$ cat src/rtl/cpu_pkg.sv
// Shared CPU definitions for the memory stage.
//   Opcode constants for the data-memory instructions, the memory-stage FSM
//   state encoding and the full-word byte-enable pattern.
package cpu_pkg;

    localparam logic [5:0] OP_LW  = 6'h23;
    localparam logic [5:0] OP_LB  = 6'h20;
    localparam logic [5:0] OP_LBU = 6'h24;
    localparam logic [5:0] OP_SW  = 6'h2B;
    localparam logic [5:0] OP_SB  = 6'h28;

    localparam logic [3:0] BE_WORD = 4'hF;

    typedef enum logic [1:0] {
        ST_IDLE = 2'd0,
        ST_REQ  = 2'd1,
        ST_DONE = 2'd2
    } mem_state_t;

endpackage

$ cat src/rtl/mem_lane_align.sv
// Byte-lane steering for the data-memory port (purely combinational).
//   i_opcode  : instruction opcode
//   i_store   : access is a store (MemWrite)
//   i_lane    : address bits [1:0]; lane 0 is bits 31:24 (big-endian)
//   i_wsrc    : store source data
//   i_rdata   : raw word returned by memory
//   o_byte_op : access is lb/lbu/sb (no alignment requirement)
//   o_be      : byte enables, [3] = byte at addr+0
//   o_wdata   : store data, byte replicated on all lanes for sb
//   o_load    : extracted and extended load result
module mem_lane_align
    import cpu_pkg::*;
(
    input  logic [5:0]  i_opcode,
    input  logic        i_store,
    input  logic [1:0]  i_lane,
    input  logic [31:0] i_wsrc,
    input  logic [31:0] i_rdata,
    output logic        o_byte_op,
    output logic [3:0]  o_be,
    output logic [31:0] o_wdata,
    output logic [31:0] o_load
);
    logic       w_sb;
    logic       w_lb;
    logic [7:0] w_byte;

    // Unknown opcodes fall through to the word forms.
    assign w_sb      = i_store & (i_opcode == OP_SB);
    assign w_lb      = ~i_store & ((i_opcode == OP_LB) | (i_opcode == OP_LBU));
    assign o_byte_op = w_sb | w_lb;

    always_comb begin
        case (i_lane)
            2'd0:    w_byte = i_rdata[31:24];
            2'd1:    w_byte = i_rdata[23:16];
            2'd2:    w_byte = i_rdata[15:8];
            default: w_byte = i_rdata[7:0];
        endcase
    end

    always_comb begin
        o_be    = BE_WORD;
        o_wdata = i_wsrc;
        if (w_sb) begin
            o_be    = 4'b1000 >> i_lane;
            o_wdata = {4{i_wsrc[7:0]}};
        end
    end

    always_comb begin
        o_load = i_rdata;
        if (w_lb)
            o_load = (i_opcode == OP_LB) ? {{24{w_byte[7]}}, w_byte} : {24'h0, w_byte};
    end

endmodule

$ cat src/rtl/mem_stage_ctrl.sv
// MEM stage of the pipelined MIPS CPU.
//   Consumes EX/MEM fields (*_in), resolves branch/jump redirects, runs the
//   data-memory req/ack access (mem_*), stalls upstream while the access is
//   outstanding and drives the MEM/WB fields (*_out). mem_err pulses for one
//   cycle on a misaligned word access or when no ack arrives within
//   TIMEOUT_CYCLES request cycles.
module mem_stage_ctrl
    import cpu_pkg::*;
#(
    parameter int TIMEOUT_CYCLES = 16,
    parameter int DATA_W         = 32
) (
    input  logic              clk,
    input  logic              rst_n,
    input  logic              MemRead_in,
    input  logic              MemWrite_in,
    input  logic              Branch_in,
    input  logic              Jump_in,
    input  logic              RegWrite_in,
    input  logic              MemtoReg_in,
    input  logic              Zero_in,
    input  logic [5:0]        opcode_in,
    input  logic [DATA_W-1:0] CAL_in,
    input  logic [DATA_W-1:0] rd2_in,
    input  logic [DATA_W-1:0] branch_addr_in,
    input  logic [DATA_W-1:0] jump_addr_in,
    input  logic [4:0]        wn_in,
    output logic              mem_req,
    output logic              mem_we,
    output logic [3:0]        mem_be,
    output logic [DATA_W-1:0] mem_addr,
    output logic [DATA_W-1:0] mem_wdata,
    input  logic [DATA_W-1:0] mem_rdata,
    input  logic              mem_ack,
    output logic              stall,
    output logic              pc_redirect,
    output logic [DATA_W-1:0] pc_target,
    output logic              mem_err,
    output logic              RegWrite_out,
    output logic              MemtoReg_out,
    output logic [DATA_W-1:0] rdata_out,
    output logic [DATA_W-1:0] CAL_out,
    output logic [4:0]        wn_out
);
    localparam int CNT_W = $clog2(TIMEOUT_CYCLES + 1);

    mem_state_t         r_state, w_next;
    logic [CNT_W-1:0]   r_cnt;
    logic [DATA_W-1:0]  r_rdata;

    logic               w_access, w_misalign, w_byte_op, w_limit;
    logic               w_issue, w_err, w_capture, w_abort, w_count, w_latch;
    logic [3:0]         w_be;
    logic [DATA_W-1:0]  w_wdata, w_load;

    mem_lane_align u_align (
        .i_opcode  (opcode_in),
        .i_store   (MemWrite_in),
        .i_lane    (CAL_in[1:0]),
        .i_wsrc    (rd2_in),
        .i_rdata   (mem_rdata),
        .o_byte_op (w_byte_op),
        .o_be      (w_be),
        .o_wdata   (w_wdata),
        .o_load    (w_load)
    );

    assign w_access   = MemRead_in | MemWrite_in;
    assign w_misalign = ~w_byte_op & (CAL_in[1:0] != 2'b00);
    assign w_limit    = (r_cnt == CNT_W'(TIMEOUT_CYCLES - 1));

    assign pc_redirect = (Jump_in | (Branch_in & Zero_in)) & ~stall;
    assign pc_target   = Jump_in ? jump_addr_in : branch_addr_in;

    always_ff @(posedge clk or negedge rst_n) begin
        if (!rst_n) r_state <= ST_IDLE;
        else        r_state <= w_next;
    end

    always_comb begin
        w_next    = r_state;
        stall     = 1'b0;
        w_issue   = 1'b0;
        w_err     = 1'b0;
        w_capture = 1'b0;
        w_abort   = 1'b0;
        w_count   = 1'b0;
        w_latch   = 1'b0;
        case (r_state)
            ST_IDLE: begin
                if (w_access) begin
                    stall = 1'b1;
                    if (w_misalign) begin
                        w_err  = 1'b1;
                        w_next = ST_DONE;
                    end else begin
                        w_issue = 1'b1;
                        w_next  = ST_REQ;
                    end
                end else begin
                    w_latch = 1'b1;
                end
            end
            ST_REQ: begin
                stall = 1'b1;
                // An ack arriving on the limit cycle still completes the access.
                if (mem_ack) begin
                    w_capture = 1'b1;
                    w_next    = ST_DONE;
                end else if (w_limit) begin
                    w_abort = 1'b1;
                    w_err   = 1'b1;
                    w_next  = ST_DONE;
                end else begin
                    w_count = 1'b1;
                end
            end
            ST_DONE: begin
                // EX/MEM advances on this edge, so IDLE sees the next instruction.
                w_latch = 1'b1;
                w_next  = ST_IDLE;
            end
            default: w_next = ST_IDLE;
        endcase
    end

    always_ff @(posedge clk or negedge rst_n) begin
        if (!rst_n) begin
            mem_req      <= 1'b0;
            mem_we       <= 1'b0;
            mem_be       <= 4'h0;
            mem_addr     <= '0;
            mem_wdata    <= '0;
            mem_err      <= 1'b0;
            r_cnt        <= '0;
            r_rdata      <= '0;
            RegWrite_out <= 1'b0;
            MemtoReg_out <= 1'b0;
            rdata_out    <= '0;
            CAL_out      <= '0;
            wn_out       <= '0;
        end else begin
            mem_err <= w_err;
            if (w_issue) begin
                mem_req   <= 1'b1;
                mem_we    <= MemWrite_in;
                mem_be    <= w_be;
                mem_addr  <= {CAL_in[DATA_W-1:2], 2'b00};
                mem_wdata <= w_wdata;
                r_cnt     <= '0;
            end
            if (w_capture) begin
                mem_req <= 1'b0;
                r_rdata <= w_load;
            end
            if (w_abort) begin
                mem_req <= 1'b0;
                r_rdata <= '0;
            end
            if (w_err && r_state == ST_IDLE)
                r_rdata <= '0;
            if (w_count)
                r_cnt <= r_cnt + CNT_W'(1);

            // Stalled cycles send a bubble; data fields just hold.
            if (w_latch) begin
                RegWrite_out <= RegWrite_in;
                MemtoReg_out <= MemtoReg_in;
                CAL_out      <= CAL_in;
                wn_out       <= wn_in;
                rdata_out    <= (r_state == ST_DONE) ? r_rdata : '0;
            end else begin
                RegWrite_out <= 1'b0;
                MemtoReg_out <= 1'b0;
            end
        end
    end

endmodule

$ cat config.mk
export PLATFORM = sky130hd
export DESIGN_NAME = mem_stage_ctrl
export DESIGN_NICKNAME = d
export VERILOG_FILES = /design/src/rtl/cpu_pkg.sv /design/src/rtl/mem_lane_align.sv /design/src/rtl/mem_stage_ctrl.sv
export SDC_FILE = /design/constraint.sdc
export NUM_CORES = 1
export LEC_CHECK = 0
export BUFFER_PORTS_ARGS = -buffer_cell sky130_fd_sc_hd__buf_2
export CAP_MARGIN = 10
export CORE_MARGIN = 5
export CORE_UTILIZATION = 47
export DETAILED_ROUTE_END_ITERATION = 12
export PLACE_DENSITY = 0.9
export SLEW_MARGIN = 40
export SYNTH_ARGS = -nofsm -noshare
export SYNTH_HDL_FRONTEND = slang
export SYNTH_SLANG_ARGS = --single-unit
$ cat constraint.sdc
create_clock -name clk -period 2.8 [get_ports clk]
set_clock_uncertainty 0.2 [all_clocks]
set_input_delay 0.42 -clock clk [delete_from_list [all_inputs] [get_ports clk]]
set_output_delay 0.42 -clock clk [all_outputs]
set_load 0.01 [all_outputs]
Yosys cells after proc, flatten, opt, wreduce, memory -nomap -nowiden
Index checks and enable logic that the tools add are counted.
{ "classes": {"addsub": 1, "n_eq_ne": 10, "shifts": 1, "mux": 40, "bitwise_logic": 12, "reduce_logical": 8} }
{ "ops": {"columns": ["op", "n"], "rows": [
  ["$mux 32", 8],
  ["$pmux 8 s3", 1],
  ["$mux 1", 20],
  ["$eq 6x6->1 const B", 3],
  ["$mux 5", 2],
  ["$mux 2", 4],
  ["$pmux 1 s2", 3],
  ["$reduce_bool 3->1", 2],
  ["$add 5x1->5 const B", 1],
  ["$and 1x1->1", 5],
  ["$eq 5x4->1 const B", 1],
  ["$eq 2x1->1 const B", 2],
  ["$eq 2x2->1 const B", 2],
  ["$logic_not 2->1", 2],
  ["$mux 4", 1],
  ["$or 1x1->1", 4],
  ["$pmux 2 s2", 1],
  ["$reduce_bool 2->1", 2],
  ["$shr 4x2->4 const A", 1],
  ["$ne 3x3->1 const B", 1],
  ["$not 1->1", 3],
  ["$ne 2x2->1 const B", 1],
  ["$reduce_and 2->1", 1],
  ["$logic_and 1x1->1", 1]
]} }
{ "word_totals": {"reg_bits": 179, "input_bits": 181, "word_cells": 86} }

Logic depth before layout (Yosys ltp)
{ "depth": {"ltp_word": 12, "mapped_depth": 7, "depth_no_buf": 6} }

Cells and area by module
Synthesis repeated with hierarchy kept, for this count alone.
{ "unflattened": {"hier_cells": 646, "area_unflattened_um2": 8303.0} }
{ "by_module_without_submodules": {"columns": ["module", "instances", "cells_each", "area_per_inst_um2", "seq_area_each_um2"], "rows": [
  ["mem_stage_ctrl", 1, 524, 7280.7, 4479.3],
  ["mem_lane_align", 1, 122, 1022.2, 0.0]
]} }

Worst setup path after synthesis
No wires, ideal clock.
{ "synth_path": {"path_kind": "reg2reg", "start": "register r_cnt[0]", "end": "register r_rdata[2]", "setup_ns": 0.077, "t_arrival_ns": 1.905, "required_ns": 2.523, "path_slack_ns": 0.618, "stages_incl_launch_ff": 8, "path_buffers": 1, "synth_period_minus_slack_ns": 2.182, "path_cell_list": "dfrtp_1 > ha_1 > and3_1 > ha_1 > o21bai_1 > clkbuf_1 > a22oi_1 > a21oi_1"} }
{ "synth_via": {"elab_chain_len": 6, "word_cells_on_any_way": 9, "cone_classes": "eq/ne (1); mux (6); reduce/logical (2)"} }
{ "synth_lines": {"columns": ["element", "line", "text"], "rows": [
  ["start: declaration", "mem_stage_ctrl.sv:48", "logic [CNT_W-1:0] r_cnt;"],
  ["start signal: assignment", "mem_stage_ctrl.sv:163", "r_cnt <= r_cnt + CNT_W'(1);"],
  ["$eq 5x4->1 (*)", "mem_stage_ctrl.sv:70", "assign w_limit = (r_cnt == CNT_W'(TIMEOUT_CYCLES - 1));"],
  ["$mux 1 (*)", "mem_stage_ctrl.sv:110", "end else if (w_limit) begin"],
  ["$mux 1 (*)", "mem_stage_ctrl.sv:107", "if (mem_ack) begin"],
  ["$pmux 1 s2 or $mux 1 (tied branches)", "mem_stage_ctrl.sv:89", "case (r_state)"],
  ["$logic_and 1x1->1 or $mux 32 (tied branches)", "mem_stage_ctrl.sv:160, mem_stage_ctrl.sv:156", null],
  ["$reduce_bool 3->1 (no line) or $mux 32 (tied branches)", null, null],
  ["end signal: assignment", "mem_stage_ctrl.sv:154", "r_rdata <= w_load;"],
  ["end: declaration", "mem_stage_ctrl.sv:49", "logic [DATA_W-1:0] r_rdata;"]
]} }
Mark *: on every way between the ends. The rest lies on a longest branch, timed or not.
A chain may end at the register's enable or synchronous reset.

Final worst setup path
{ "layout_path": {"start": "register r_cnt[0]", "end": "register r_cnt[3]"} }
{ "layout_via": {"elab_chain_len": 5, "word_cells_on_any_way": 7, "cone_classes": "add/sub (1); eq/ne (1); mux (4); reduce/logical (1)"} }
{ "layout_lines": {"columns": ["element", "line"], "rows": [
  ["$eq 5x4->1", "mem_stage_ctrl.sv:70"],
  ["$mux 1", "mem_stage_ctrl.sv:110"],
  ["$mux 1", "mem_stage_ctrl.sv:107"],
  ["$mux 1", "mem_stage_ctrl.sv:89"],
  ["$mux 5 or $reduce_bool 2->1 (tied branches)", null]
]} }
Several ways; a longest one is shown, not always the timed one.

==> reports/qor.yml <==
worstMarginPinSlew_ps: 812
mostFrequentLayoutCells: "353 x buf_2, 179 x dfrtp_1, 149 x mux2_2"
globalplace.congestion: 0.893
dp_hpwl_um: 17100
p_seq_share_pct: 42.2
detail-route-antenna-nets: 0
grt_pass1_wl_um: 36400
p_int_w: 0.00589
pwr-share-comb_pct: 30.2
fin_setup_tns_ps: 0
wl_per_cell_um: 19.9
wl_um: 23000
swShare_pct: 32.8
holdPathStages: 2
leakage_nw: 5.19
ys_seq_area_share_pct: 57.2
die_w_um: 139
synth_edf_count: 0
synthFlopType: "dfrtp_1"
core_region_area_sq_mm: 0.0165
hold_class: "in -> reg"
viasPerCell: 5.34
synth.top_cell.area_share_pct: 57.2
hold_viol: 0
antenna_found_initial: 0
synth.area.top_cells: "dfrtp_1 57%, mux2_2 21%, a22o_1 3.6%"
drc: 0
fmax_mhz: 441
clock_insertion_delay_worst_skew_ps: 430
drt-pass1-iter-count: 5
drt_iter0_markers: 327
layout.cells.non_filler: 1159
layout_commonest_cell: "buf_2"
period_needed_ps: 2270
slew_headroom_pct: 45.9
status: "finished clean"
power.density_mw_per_mm2: 835
die-height_um: 139
setup_violations: 0
layout-drive-gt1-share_pct: 60.2
synth_area_per_cell_sq_um: 13.6
hold_slack_ps: 21.2
cts_tree: "built"
max_cap_violations: 0
grt_max_degree: 58
rows: 47
grt_overflow: 0
clock_power_share_pct: 27.5
yosysTopAreaCell: "dfrtp_1"
h-tree-depth: 4
path_class: "reg -> reg"
p_switching_w: 0.00287
cts_buffers: 17
rsz0062_at_grt: "no"
io_pins: 357
nets: 1109
period_share_pct: 81.0
netlist_instances: 576
design_area_sq_mm: 0.0105
vias: 6190
n_antenna_cell: 0
clk_pin_slew_ps: 70
ys_ff_latch: 179
dp_cells: 1123
crit_path_start_kind: "flip-flop"
ir_worst_vdd_mv: 0.635
grt_pass1_vias: 6550
cp_max_fo: 8
async_flop_share_pct: 100
areaGrowthSynthToFinish_pct: 33.8
arrival_ps: 2420
ff2ff_path_depth: 6
cts_setup_buffers: 0
clk_path_buf_depth: 2
cts-root-buf: "clkbuf_16"
grt.total_usage_pct: 23.7
cp-end-kind: "flip-flop"
cp.required_ps: 2950
slew_viol_final: 0
final_util_pct: 63.6
ys_warn_count: 0
synthesis.area_sq_mm: 0.00783
initial_utilization_pct: 47.6
cts_sinks: 179
fp.dieArea_sq_mm: 0.0193
synth_cell_types: 44
port_buffers: 354
dpl-instance-area_sq_mm: 0.00984
[power groups by stage]
stage	sequential (W)	clock (W)	combinational [W]
after detailed placement	0.00372	0	0.00267
after global routing	0.00379	0.00258	0.00286
after floorplan	0.00403	0	0.00107
after CTS	0.00370	0.00245	0.00268
final	0.00370	0.00241	0.00264
after global placement	0.00369	0	0.00257
[cell families (layout without fill, tap and decap cells)]
kind of cell / count (synthesis) / count (layout) / synth area share, %
AND/OR/NAND/NOR: 59 / 59 / 4.33
other: 1 / 2 / 0.0479
multiplexers: 166 / 166 / 23.9
AO/OA/AOI/OAI: 125 / 125 / 11.1
adder cells (fa/ha/maj): 2 / 2 / 0.319
buffers and inverters: 44 / 406 / 3.07
flip-flops: 179 / 179 / 57.2
[timing repair]
item / CTS / global route
gates resized for setup: 0 / 0
endpoints found under the hold margin: 55 / 0
hold buffers: 4 / 0
[per-stage QoR]
step | setup slack, ps | total power [W]
after global placement | 551 | 0.00626
final | 531 | 0.00875
after detailed placement | 490 | 0.00639
after CTS | 540 | 0.00883
after floorplan | 618 | 0.00510
after global routing | 458 | 0.00923
[cells in the mapped netlist, drive strengths merged, types with 3 or more instances]
library cell and number:
nor3 3, and2 10, a2bb2oi 3, nor2b 5
nand2b 4, o22ai 3, a21oi 35, mux2 157
nand2 7, clkbuf 20, buf 23, o21ai 11
nor2 18, a22oi 31, or3 3, mux2i 9
a22o 32, dfrtp 179
[final cells by class]
type,count,area [sq um]
repair buffers,373,1980
well taps,220,275
flip-flops and latches,179,4480
multi-input cells,354,3140
inverters,1,3.75
clock inverters,14,165
clock buffers,18,439
fillers,1238,5990
[layer usage]
layer	share of wire (%)	global-route usage, %	vias to the layer above
met5	0	0	-
met4	1.9	6.95	0
met3	8.0	7.45	31
met2	50	39.1	256
met1	40	30.2	3081
li1	-	-	2822
[flip-flops by register name, indices dropped and copies added (netlist names)]
name	flops
CAL_out	32
MemtoReg_out	1
RegWrite_out	1
mem_addr	30
mem_be	4
mem_err	1
mem_req	1
mem_wdata	32
mem_we	1
r_cnt	5
r_rdata	32
r_state	2
rdata_out	32
wn_out	5
[worst max-delay path: stages (launching register included)]
cell,delay (ps)
dfrtp_1,410
ha_1,220
and3_1,190
ha_1,220
or3_1,480
or3_1,380
o211ai_1,90
[final timing paths]
check	start	slack, ps	to
setup / recovery	r_cnt[0]	530	r_cnt[3]
hold / removal	wn_in[1]	20	wn_out[1]
setup reg to reg	r_cnt[0]	530	r_cnt[3]
hold reg to reg	mem_addr[18]	290	mem_addr[18]
max in group asynchronous	rst_n	1360	mem_wdata[28]
min in group asynchronous	rst_n	310	rdata_out[13]
Power figures use the tool's default switching activity.
